--- config.mk ---
export PLATFORM = sky130hd
export DESIGN_NAME = rect_plotter
export DESIGN_NICKNAME = d
export VERILOG_FILES = /design/src/rtl/rect_plotter_pkg.sv /design/src/rtl/rect_plotter_addr_calc.sv /design/src/rtl/rect_plotter.sv
export SDC_FILE = /design/constraint.sdc
export NUM_CORES = 1
export LEC_CHECK = 0
export ABC_AREA = 0
export CAP_MARGIN = 20
export CORE_UTILIZATION = 29
export DETAILED_ROUTE_END_ITERATION = 7
export MAX_ROUTING_LAYER = met4
export PLACE_DENSITY = 0.47
export RECOVER_POWER = 25
export SLEW_MARGIN = 20
export SYNTH_ARGS = -nofsm -noshare
export SYNTH_HDL_FRONTEND = slang
export SYNTH_HIERARCHICAL = 1
export SYNTH_SLANG_ARGS = --single-unit
--- constraint.sdc ---
create_clock -name i_clk -period 8 [get_ports i_clk]
set_input_delay 2.4 -clock i_clk [delete_from_list [all_inputs] [get_ports i_clk]]
set_output_delay 2.4 -clock i_clk [all_outputs]
set_load 0.02 [all_outputs]
--- src/rtl/rect_plotter_pkg.sv ---
// Shared constants, FSM encoding and palette for the framebuffer storing-mode path.
package rect_plotter_pkg;
  localparam int H_RES    = 160;
  localparam int V_RES    = 120;
  localparam int ADDR_W   = 15;
  localparam int COLOUR_W = 3;
  localparam int X_W      = 8;
  localparam int Y_W      = 7;

  typedef enum logic [2:0] {
    ST_IDLE  = 3'd0,
    ST_LOAD  = 3'd1,
    ST_DRAW  = 3'd2,
    ST_FLUSH = 3'd3,
    ST_DONE  = 3'd4
  } state_t;

  localparam logic [COLOUR_W-1:0] COL_BACKGROUND = 3'b000;
  localparam logic [COLOUR_W-1:0] COL_DON        = 3'b100;
  localparam logic [COLOUR_W-1:0] COL_KA         = 3'b001;

  // Walk counters are one bit wider than the screen so a rectangle that runs off the edge never wraps back on.
  function automatic logic on_screen(input logic [X_W:0] x, input logic [Y_W:0] y);
    return (x < (X_W+1)'(H_RES)) && (y < (Y_W+1)'(V_RES));
  endfunction
endpackage

--- src/rtl/rect_plotter_addr_calc.sv ---
// Linear framebuffer address y*H_RES + x, built from shifts (160 = 128 + 32).
module fb_addr_calc
  import rect_plotter_pkg::*;
(
  input  logic [X_W-1:0]    i_x,
  input  logic [Y_W-1:0]    i_y,
  output logic [ADDR_W-1:0] o_addr
);
  assign o_addr = (ADDR_W'(i_y) << 7) + (ADDR_W'(i_y) << 5) + ADDR_W'(i_x);
endmodule

--- src/rtl/rect_plotter.sv ---
// Storing-mode writer: walks a rectangle (or the whole screen) row-major and drives the framebuffer write port.
// state | meaning
// IDLE  | waiting for start; VGA_display released
// LOAD  | request latched, muxes claimed; skip to FLUSH on empty rectangle
// DRAW  | one pixel per unstalled cycle, off-screen pixels clipped
// FLUSH | last write lands while the muxes are still held
// DONE  | one-cycle done pulse, muxes released
module rect_plotter
  import rect_plotter_pkg::*;
(
  input  logic                i_clk,
  input  logic                i_rst_n,
  input  logic                i_start,
  input  logic                i_clear,
  input  logic [X_W-1:0]      i_x0,
  input  logic [Y_W-1:0]      i_y0,
  input  logic [X_W-1:0]      i_width,
  input  logic [Y_W-1:0]      i_height,
  input  logic [COLOUR_W-1:0] i_colour,
  input  logic                i_stall,
  output logic                o_busy,
  output logic                o_done,
  output logic                o_vga_display,
  output logic [X_W-1:0]      o_sending_x,
  output logic [Y_W-1:0]      o_sending_y,
  output logic [ADDR_W-1:0]   o_storing_mode_address,
  output logic [COLOUR_W-1:0] o_plot_colour,
  output logic                o_plot
);
  state_t              r_state;
  logic [X_W-1:0]      r_x0;
  logic [Y_W-1:0]      r_y0;
  logic [X_W-1:0]      r_w;
  logic [Y_W-1:0]      r_h;
  logic [COLOUR_W-1:0] r_colour;
  logic [X_W:0]        r_x;
  logic [Y_W:0]        r_y;
  logic [ADDR_W-1:0]   r_addr;
  logic                r_busy;
  logic                r_done;
  logic                r_vga;
  logic                r_plot;

  logic [X_W:0]        w_x_end;
  logic [Y_W:0]        w_y_end;
  logic [X_W:0]        w_nx;
  logic [Y_W:0]        w_ny;
  logic                w_last;
  logic [ADDR_W-1:0]   w_addr;

  assign w_x_end = {1'b0, r_x0} + {1'b0, r_w} - (X_W+1)'(1);
  assign w_y_end = {1'b0, r_y0} + {1'b0, r_h} - (Y_W+1)'(1);
  assign w_last  = (r_x == w_x_end) && (r_y == w_y_end);

  always_comb begin
    w_nx = r_x;
    w_ny = r_y;
    if (r_state == ST_LOAD) begin
      w_nx = {1'b0, r_x0};
      w_ny = {1'b0, r_y0};
    end else if (r_x == w_x_end) begin
      w_nx = {1'b0, r_x0};
      w_ny = r_y + (Y_W+1)'(1);
    end else begin
      w_nx = r_x + (X_W+1)'(1);
    end
  end

  // Address is computed from the next pixel so it is registered in step with sending_X/Y.
  fb_addr_calc u_addr (
    .i_x    (w_nx[X_W-1:0]),
    .i_y    (w_ny[Y_W-1:0]),
    .o_addr (w_addr)
  );

  always_ff @(posedge i_clk or negedge i_rst_n) begin
    if (!i_rst_n) begin
      r_state  <= ST_IDLE;
      r_x0     <= '0;
      r_y0     <= '0;
      r_w      <= '0;
      r_h      <= '0;
      r_colour <= '0;
      r_x      <= '0;
      r_y      <= '0;
      r_addr   <= '0;
      r_busy   <= 1'b0;
      r_done   <= 1'b0;
      r_vga    <= 1'b0;
      r_plot   <= 1'b0;
    end else begin
      r_done <= 1'b0;
      unique case (r_state)
        ST_IDLE: begin
          if (i_start) begin
            r_state  <= ST_LOAD;
            r_busy   <= 1'b1;
            r_vga    <= 1'b1;
            r_colour <= i_colour;
            if (i_clear) begin
              r_x0 <= '0;
              r_y0 <= '0;
              r_w  <= X_W'(H_RES);
              r_h  <= Y_W'(V_RES);
            end else begin
              r_x0 <= i_x0;
              r_y0 <= i_y0;
              r_w  <= i_width;
              r_h  <= i_height;
            end
          end
        end
        ST_LOAD: begin
          if ((r_w == '0) || (r_h == '0)) begin
            r_state <= ST_FLUSH;
          end else begin
            r_state <= ST_DRAW;
            r_x     <= w_nx;
            r_y     <= w_ny;
            r_addr  <= w_addr;
            r_plot  <= on_screen(w_nx, w_ny);
          end
        end
        ST_DRAW: begin
          if (i_stall) begin
            r_plot <= 1'b0;
          end else if (w_last) begin
            r_state <= ST_FLUSH;
            r_plot  <= 1'b0;
          end else begin
            r_x    <= w_nx;
            r_y    <= w_ny;
            r_addr <= w_addr;
            r_plot <= on_screen(w_nx, w_ny);
          end
        end
        ST_FLUSH: begin
          r_state <= ST_DONE;
          r_busy  <= 1'b0;
          r_vga   <= 1'b0;
          r_done  <= 1'b1;
        end
        ST_DONE: begin
          r_state <= ST_IDLE;
        end
        default: begin
          r_state <= ST_IDLE;
        end
      endcase
    end
  end

  assign o_busy                 = r_busy;
  assign o_done                 = r_done;
  assign o_vga_display          = r_vga;
  assign o_sending_x            = r_x[X_W-1:0];
  assign o_sending_y            = r_y[Y_W-1:0];
  assign o_storing_mode_address = r_addr;
  assign o_plot_colour          = r_colour;
  assign o_plot                 = r_plot;
endmodule
==> results of run 1 <==
## cell type report
class,instances,area [sq um],area share (%)
Tap cell,225,282,4.50
Sequential cell,71,1780,28.4
Inverter,67,251,4.02
Clock inverter,2,10.0,0.160
Clock buffer,11,243,3.88
Timing Repair Buffer,77,757,12.1
Multi-Input combinational cell,380,2930,46.9
## worst min-delay path: stages, from the launching register on
cell	delay, ns
dfrtp_1	0.35
nand2_1	0.05
o21ai_0	0.06
## routing by layer
metal,share of wire [%],global-route usage (%)
met1,52,19.6
met2,42,20.9
met3,4.6,3.11
met4,1.2,4.44
met5,0,-
## cell usage after synthesis, drive strengths merged (2+ instances only)
cell / n
a32o: 2
inv: 67
clkbuf: 12
or4: 3
nor4: 8
nand3: 12
mux2: 35
o211a: 2
a21o: 5
nand2: 47
buf: 32
o21a: 3
a32oi: 2
mux2i: 2
nand4: 2
xnor2: 29
a31oi: 2
nor4b: 4
ha: 43
xor2: 12
dfrtp: 71
nor2: 33
fa: 4
o2111ai: 2
nand2b: 28
o31ai: 2
a21oi: 27
o21ai: 43
nor3: 11
a211oi: 4
## logic make-up after synthesis
logic type / after synthesis / synth area share (%)
and+or+nand+nor: 153 / 15.0
buffers and inverters: 111 / 10.4
xor gates and xnor gates: 41 / 6.98
muxes: 37 / 9.60
adders and majority gates: 47 / 11.8
DFF: 71 / 33.8
AOI/OAI and AO/OA: 102 / 12.4
## layout by cell type, fill, tap and decap left out, types with 8 or more instances in the layout
cell type / netlist / routed
dfrtp_1: 71 / 71
nand2_1: 47 / 47
ha_1: 43 / 43
mux2_4: 24 / 24
inv_1: 67 / 67
xnor2_1: 28 / 28
xor2_1: 12 / 12
nand3_1: 12 / 12
clkbuf_16: 0 / 9
mux2_2: 8 / 8
a21oi_1: 27 / 27
nor2_1: 31 / 31
clkdlybuf4s50_1: 0 / 73
nor3_1: 10 / 10
o21ai_0: 34 / 34
nand2b_1: 28 / 28
## path summary, 6_finish.rpt
kind / from / endpoint / slack (ns) / cells past startpoint
min in group asynchronous: i_rst_n / o_plot_colour[2] / 3.38 / 1
setup / recovery: r_w[1] / o_storing_mode_address[14] / 2.29 / 21
max in group asynchronous: i_rst_n / o_storing_mode_address[1] / 2.49 / 1
setup reg to reg: r_w[1] / o_storing_mode_address[14] / 2.29 / 21
hold reg to reg: r_x0[3] / r_x0[3] / 0.49 / 2
hold / removal: r_x0[3] / r_x0[3] / 0.49 / 2
## registers in the layout (all words and copies together) (netlist names)
signal	count
o_plot_colour	3
r_state	3
o_done	1
r_y0	7
o_vga_display	1
r_x0	8
r_x	9
o_storing_mode_address	15
o_plot	1
r_h	7
r_y	8
r_w	8
## stage by stage
| stage | utilization (%) | setup WS [ns] |
|---|---|---|
| after floorplan | - | 3.02 |
| after global placement | 34.3 | 2.36 |
| after detailed placement | 34.3 | 2.27 |
| after CTS | 35.8 | 2.27 |
| after global routing | 35.8 | 1.60 |
| final | 35.8 | 2.29 |
==> reports/qor.txt, run 1 <==
status - finished with violations
failing checks - max-capacitance violations, max-slew violations
top cells by area, synth - dfrtp_1, ha_1, mux2_4
synthesized area - 5250 sq um
layout cells sized above 1 - 10.2%
Final Max Tran Viols - 72
fin cells - 833
worst endpoint required time - 8.22 ns
vias in the first global route - 3722
Num CTS Buffers - 9
Slew @ Worst Pin - 3.80 ns
Antenna diodes - 0
initial antenna violation count - 0
Post-CTS Setup Bufs - 0
IO buf count - 74
setup TNS - 0 ns
crit start category - flop
FP Rows - 48
Routed WL per cell - 14.3 um
Clk Latency, worst-skew pair - 0.34 ns
Setup violations, final - 0
most used flip-flop cell after synthesis - dfrtp_1
Fill cells - 1770
final WL - 11.9 mm
Post-CTS Resized - 0
CTS tree - built
Largest stage delay, worst path - 0.72 ns
CP endpoint kind - flop
vias post-DR - 3791
YS warnings - 6
Max clock buf depth - 2
endpoints failing hold - 0
Post-synth ARST share - 100%
largest net degree at the start of global routing - 72
final instance area - 6250 sq um
Bufs and invs on worst path - 4
# IOs - 75
final period utilization - 71.4%
drt drc - 0
crit-path most repeated cell - inv_1
crit path max fanout - 18
Detailed Routing Iterations Pass 1 - 4
global route total overflow - 0
post-detail-place hpwl - 9.34 mm
Clock Sink Count - 71
Highest Clock Rate - 175 MHz
First DRT Iteration DRCs - 182
crit path cell chain - inv_1 > ha_1 > inv_1 > ha_1 > fa_1 > a211oi_2 > nor2_2 > xnor2_1 > or4_1 > o31ai_4 > nor2_1 > a21oi_1 > inv_1 > fa_1 > inv_1 > fa_1 > a21o_2 > nand3_1 > a31oi_1 > o21a_1 > mux2_4
Hold Path Class - flop to flop
GRT Util Overall - 14.3%
GPL Wtd Cong - 0.775
max_slew headroom - -153%
final antenna-violating net count - 0
synthesized net count - 647
placed instance count - 820
die area - 18700 sq um
Seq/Total Area, Yosys - 33.8%
Critical Path Slowest Stage Cell - or4_1
Net count, final - 691
Post-CTS Hold Fix Bufs - 0
unrepaired setup endpoints after global routing - false
area grow syn2layout - 19.0%
first-pass GRT wire length - 19.7 mm
Cell variety after synth - 59
Synth Register Bits - 71
Post-synth EDFFs - 0
Die Span Y - 137 um
top cell type's share of synthesized area - 33.8%
cell taking the most area after synthesis - dfrtp_1
Post-Synthesis Cells - 562
Initial Util - 30.0%
Clock H-tree levels - 3
Die X - 137 um
CP arrival - 5.93 ns
Max Cap Violations - 1
critical path class - flop to flop
Avg Cell Area, Syn - 9.34 sq um
crit-path leading delay family - adder cells
Core Region - 17500 sq um
Clock Skew - 0.00531 ns
dpl cell area - 6000 sq um
vias per std cell - 4.55
Final min period - 5.71 ns
Reg clk slew, reported paths - 0.05 ns
final hold slack - 0.489 ns
Clk Tree Root Cell - clkbuf_16
Power of run 1 is not shown: default switching activity piles up to over one toggle a cycle in this logic, so the estimate is an artifact.
==> run 2: changes to the inputs <==
PLACE_DENSITY = 0.49   (was 0.47)
clock period = 4.8 ns   (was 8 ns; I/O delays follow)
==> reports/qor.txt, run 2 (synthesized netlist as in run 1, its figures left out) <==
endpoints failing hold - 0
final period utilization - 99.4%
global route total overflow - 0
Hold Path Class - flop to flop
Fill cells - 1738
Max clock buf depth - 2
Hold EP - r_x0[2]
worst hold stages - 2
Reg clk slew, reported paths - 0.06 ns
crit start category - flop
pre-CTS setup slack - -0.144 ns
commonest non-fill, non-tap cell in the layout - clkdlybuf4s50_1
CP endpoint kind - flop
die area - 18700 sq um
final instance area - 6690 sq um
Max Cap Violations - 1
worst endpoint required time - 5.03 ns
Clk Tree Root Cell - clkbuf_16
Core Region - 17500 sq um
Setup violations, final - 0
Clock Sink Count - 71
critical path class - flop to flop
post-detail-place hpwl - 9.41 mm
Net count, final - 730
crit-path most repeated cell - inv_1
Post-CTS Hold Fix Bufs - 0
Detailed Routing Iterations Pass 1 - 4
crit-path leading delay family - compound AO/OA/AOI/OAI gates
Clock Skew - 0.00848 ns
unrepaired setup endpoints after global routing - true
Largest stage delay, worst path - 0.52 ns
GRT Util Overall - 14.4%
drt drc - 0
Num CTS Buffers - 9
Final min period - 4.77 ns
R2R Path End - o_storing_mode_address[14]
worst hold start - r_x0[2]
Initial Util - 30.0%
FP Rows - 48
Final Max Tran Viols - 72
crit path max fanout - 5
# IOs - 75
Die X - 137 um
final antenna-violating net count - 0
Highest Clock Rate - 210 MHz
Die Span Y - 137 um
final setup margin - 0.0274 ns
flop-to-flop setup slack - 0.03 ns
First DRT Iteration DRCs - 139
Clock H-tree levels - 3
Layout Utilization - 38.3%
area grow syn2layout - 27.4%
Critical Path Slowest Stage Cell - fa_1
CP arrival - 5.00 ns
max_slew headroom - -20.4%
max reg flops - 15
GPL Wtd Cong - 0.767
Crit Reg-Reg Startpoint - r_w[1]
vias per std cell - 4.49
R2R cell count - 23
failing checks - max-capacitance violations, max-slew violations
vias in the first global route - 3958
Slew @ Worst Pin - 1.81 ns
Routed WL per cell - 13.6 um
final WL - 11.9 mm
status - finished with violations
largest net degree at the start of global routing - 72
Bufs and invs on worst path - 6
initial antenna violation count - 0
Antenna diodes - 0
final hold slack - 0.489 ns
first-pass GRT wire length - 20.0 mm
layout cells sized above 1 - 18.6%
CTS tree - built
vias post-DR - 3928
Clk Latency, worst-skew pair - 0.34 ns
dpl cell area - 6260 sq um
IO buf count - 74
crit path cell chain - inv_1 > ha_1 > inv_1 > ha_2 > fa_2 > a211oi_4 > buf_4 > o2111ai_1 > a21boi_1 > a32o_2 > buf_6 > o31ai_4 > nor2_1 > a21oi_2 > inv_1 > fa_1 > inv_2 > fa_2 > a21o_2 > nand3_2 > a31oi_2 > o21a_1 > mux2_4
most frequent cells in the layout - clkdlybuf4s50_1, dfrtp_1, inv_1
==> run 2: cell types whose count changed in the layout (fill, tap and decap cells not counted), moves of 3 or more <==
cell,delta
ha_1,-3
a21oi_2,+4
buf_4,+37
a21oi_1,-4
==> run 2: cell type report <==
type	count	area (sq um)	area share, %
inverters	67	251	3.76
flip-flops and latches	71	1780	26.6
clock buffers	12	246	3.68
multi-input cells	380	3030	45.3
well taps	225	282	4.21
clock inverters	4	45.0	0.673
repair buffers	116	1060	15.8
==> run 2: worst reg2reg max path, delay by kind of cell (launching register included) <==
family / cells / cell delay [ns]
AO/OA/AOI/OAI: 9 / 1.70
adder cells (fa/ha/maj): 5 / 1.66
buffers and inverters: 6 / 0.52
flip-flops: 1 / 0.35
multiplexers: 1 / 0.24
AND/OR/NAND/NOR: 2 / 0.19
==> run 2: how the worst max path moves through the flow <==
stage	from	cells after the start	endpoint	slack (ns)
after floorplan	r_w[1]	22	o_storing_mode_address[14]	0.009
after global placement	r_x0[1]	21	o_storing_mode_address[14]	-0.03
after detailed placement	r_x0[1]	21	o_storing_mode_address[14]	-0.14
after CTS	r_w[1]	23	o_storing_mode_address[14]	-0.02
after global routing	r_x0[1]	22	o_storing_mode_address[14]	-0.20
final	r_w[1]	23	o_storing_mode_address[14]	0.03
==> run 2: what timing repair did <==
action	in CTS	in global routing
gates resized for setup	8	10
gates cloned	0	0
buffers inserted	4	3
endpoints found under the setup margin	5	6
pin swaps	8	1
==> run 2: stage by stage <==
| step | instances | setup TNS, ns |
|---|---|---|
| final | 875 | 0 |
| after global routing | 875 | -0.684 |
| after CTS | 872 | -0.0331 |
| after detailed placement | 852 | -0.334 |
| after global placement | 852 | -0.0253 |
| after floorplan | 562 | 0 |
==> run 2: routing by layer <==
metal,global-route usage (%),vias up,part of all wire [%]
met5,-,-,0
met4,4.63,0,1.4
met3,3.04,13,3.5
met2,20.6,73,41
met1,20.2,1794,54
li1,-,2048,-
Power of run 2 is left out for the same reason.
==> run 3: changes to the inputs <==
CORE_ASPECT_RATIO = 0.9   (was default)
==> reports/qor.txt, run 3 (synthesized netlist as in run 1, its figures left out) <==
status - finished with violations
failing checks - max-capacitance violations, max-slew violations
most frequent cells in the layout - clkdlybuf4s50_1, dfrtp_1, inv_1
First DRT Iteration DRCs - 209
Slew @ Worst Pin - 1.81 ns
global route total overflow - 0
Final min period - 4.69 ns
CP arrival - 4.92 ns
Setup violations, final - 0
Routed WL per cell - 13.6 um
Clk Latency, worst-skew pair - 0.34 ns
Detailed Routing Iterations Pass 1 - 5
Clock Sink Count - 71
post-detail-place hpwl - 9.31 mm
crit path max fanout - 5
die area - 18700 sq um
unrepaired setup endpoints after global routing - true
Initial Util - 29.7%
largest net degree at the start of global routing - 72
Clk Tree Root Cell - clkbuf_16
final antenna-violating net count - 0
Max Cap Violations - 1
Die X - 144 um
area grow syn2layout - 27.7%
vias per std cell - 4.46
Max clock buf depth - 2
# IOs - 75
final period utilization - 97.7%
critical path class - flop to flop
Layout Utilization - 38.0%
Fill cells - 1793
IO buf count - 74
Core Region - 17700 sq um
CTS tree - built
endpoints failing hold - 0
Final Max Tran Viols - 72
max reg flops - 15
Net count, final - 724
Num CTS Buffers - 9
FF+latch area - 1780 sq um
Highest Clock Rate - 213 MHz
layout cells sized above 1 - 18.9%
final WL - 12.0 mm
Reg clk slew, reported paths - 0.06 ns
Clock Skew - 0.00834 ns
first-pass GRT wire length - 20.4 mm
commonest non-fill, non-tap cell in the layout - clkdlybuf4s50_1
GPL Wtd Cong - 0.863
vias post-DR - 3946
Post-CTS Hold Fix Bufs - 0
max_slew headroom - -20.9%
GRT Util Overall - 14.8%
drt drc - 0
multi-input logic area - 3050 sq um
Antenna diodes - 0
initial antenna violation count - 0
worst endpoint required time - 5.03 ns
Die Span Y - 130 um
CP endpoint kind - flop
vias in the first global route - 3958
FP Rows - 46
Clock H-tree levels - 3
Hold Path Class - flop to flop
crit start category - flop
## run 3: changes by cell type in the layout (fill, tap and decap cells not counted), moves of 2 or more
cell | previous run | this run
o21ai_1 | 9 | 7
buf_6 | 2 | 0
o21ai_2 | 2 | 4
inv_1 | 66 | 61
ha_4 | 1 | 3
ha_1 | 40 | 38
inv_2 | 1 | 6
clkinv_2 | 3 | 1
buf_4 | 40 | 36
## run 3: layer usage
layer	track usage, %	part of all wire, %	up-vias	routed length [um]
li1	-	-	2027	-
met2	20.5	41	90	4900
met4	4.69	1.5	0	184
met3	3.47	4.8	17	581
met5	-	0	-	0
met1	20.8	53	1812	6360
## run 3: what timing repair did
item	4_1_cts	5_1_grt
setup buffers	3	4
gates resized for setup	5	19
setup endpoints to repair	6	6
pin swaps	7	9
## run 3: layout make-up
type / instances / share of cell area, %
well taps: 240 / 4.48
repair buffers: 110 / 15.0
flip-flops and latches: 71 / 26.5
clock buffers: 13 / 3.88
clock inverters: 3 / 0.970
inverters: 67 / 3.75
multi-input cells: 380 / 45.4
## run 3: worst max-delay path, cell delays in order (launching register included)
cell and delay [ns]:
dfrtp_1 0.37, inv_2 0.05, ha_4 0.26, inv_2 0.04, ha_4 0.15, fa_2 0.37
a211oi_4 0.27, nor2_2 0.06, xnor2_1 0.12, or4_4 0.55, o31ai_4 0.27, nor2_1 0.09
a21oi_2 0.15, inv_2 0.05, fa_1 0.53, inv_2 0.05, fa_2 0.34, a21o_4 0.23
nand3_2 0.07, a31oi_1 0.09, o21a_1 0.20, mux2_4 0.26
## run 3: worst paths after layout
check	startpoint	to	slack (ns)	cells after the start
max	r_w[1]	o_storing_mode_address[14]	0.11	21
min	r_x0[4]	r_x0[4]	0.49	2
max reg2reg	r_w[1]	o_storing_mode_address[14]	0.11	21
min reg2reg	r_x0[4]	r_x0[4]	0.49	2
max in group asynchronous	i_rst_n	r_x[1]	2.12	1
min in group asynchronous	i_rst_n	o_storing_mode_address[2]	1.56	1
## run 3: through the flow
| step | setup WS [ns] | TNS (ns) | area (sq um) | hold WS [ns] | std cells |
|---|---|---|---|---|---|
| final | 0.110 | 0 | 6710 | 0.491 | 884 |
| after floorplan | 0.00906 | 0 | 5270 | 0.450 | 562 |
| after global routing | -0.0952 | -0.188 | 6710 | 0.529 | 884 |
| after CTS | 0.00632 | 0 | 6600 | 0.498 | 880 |
| after detailed placement | -0.191 | -0.585 | 6230 | 0.486 | 861 |
| after global placement | -0.0543 | -0.0656 | 6230 | 0.483 | 861 |
Power of run 3 is left out for the same reason.
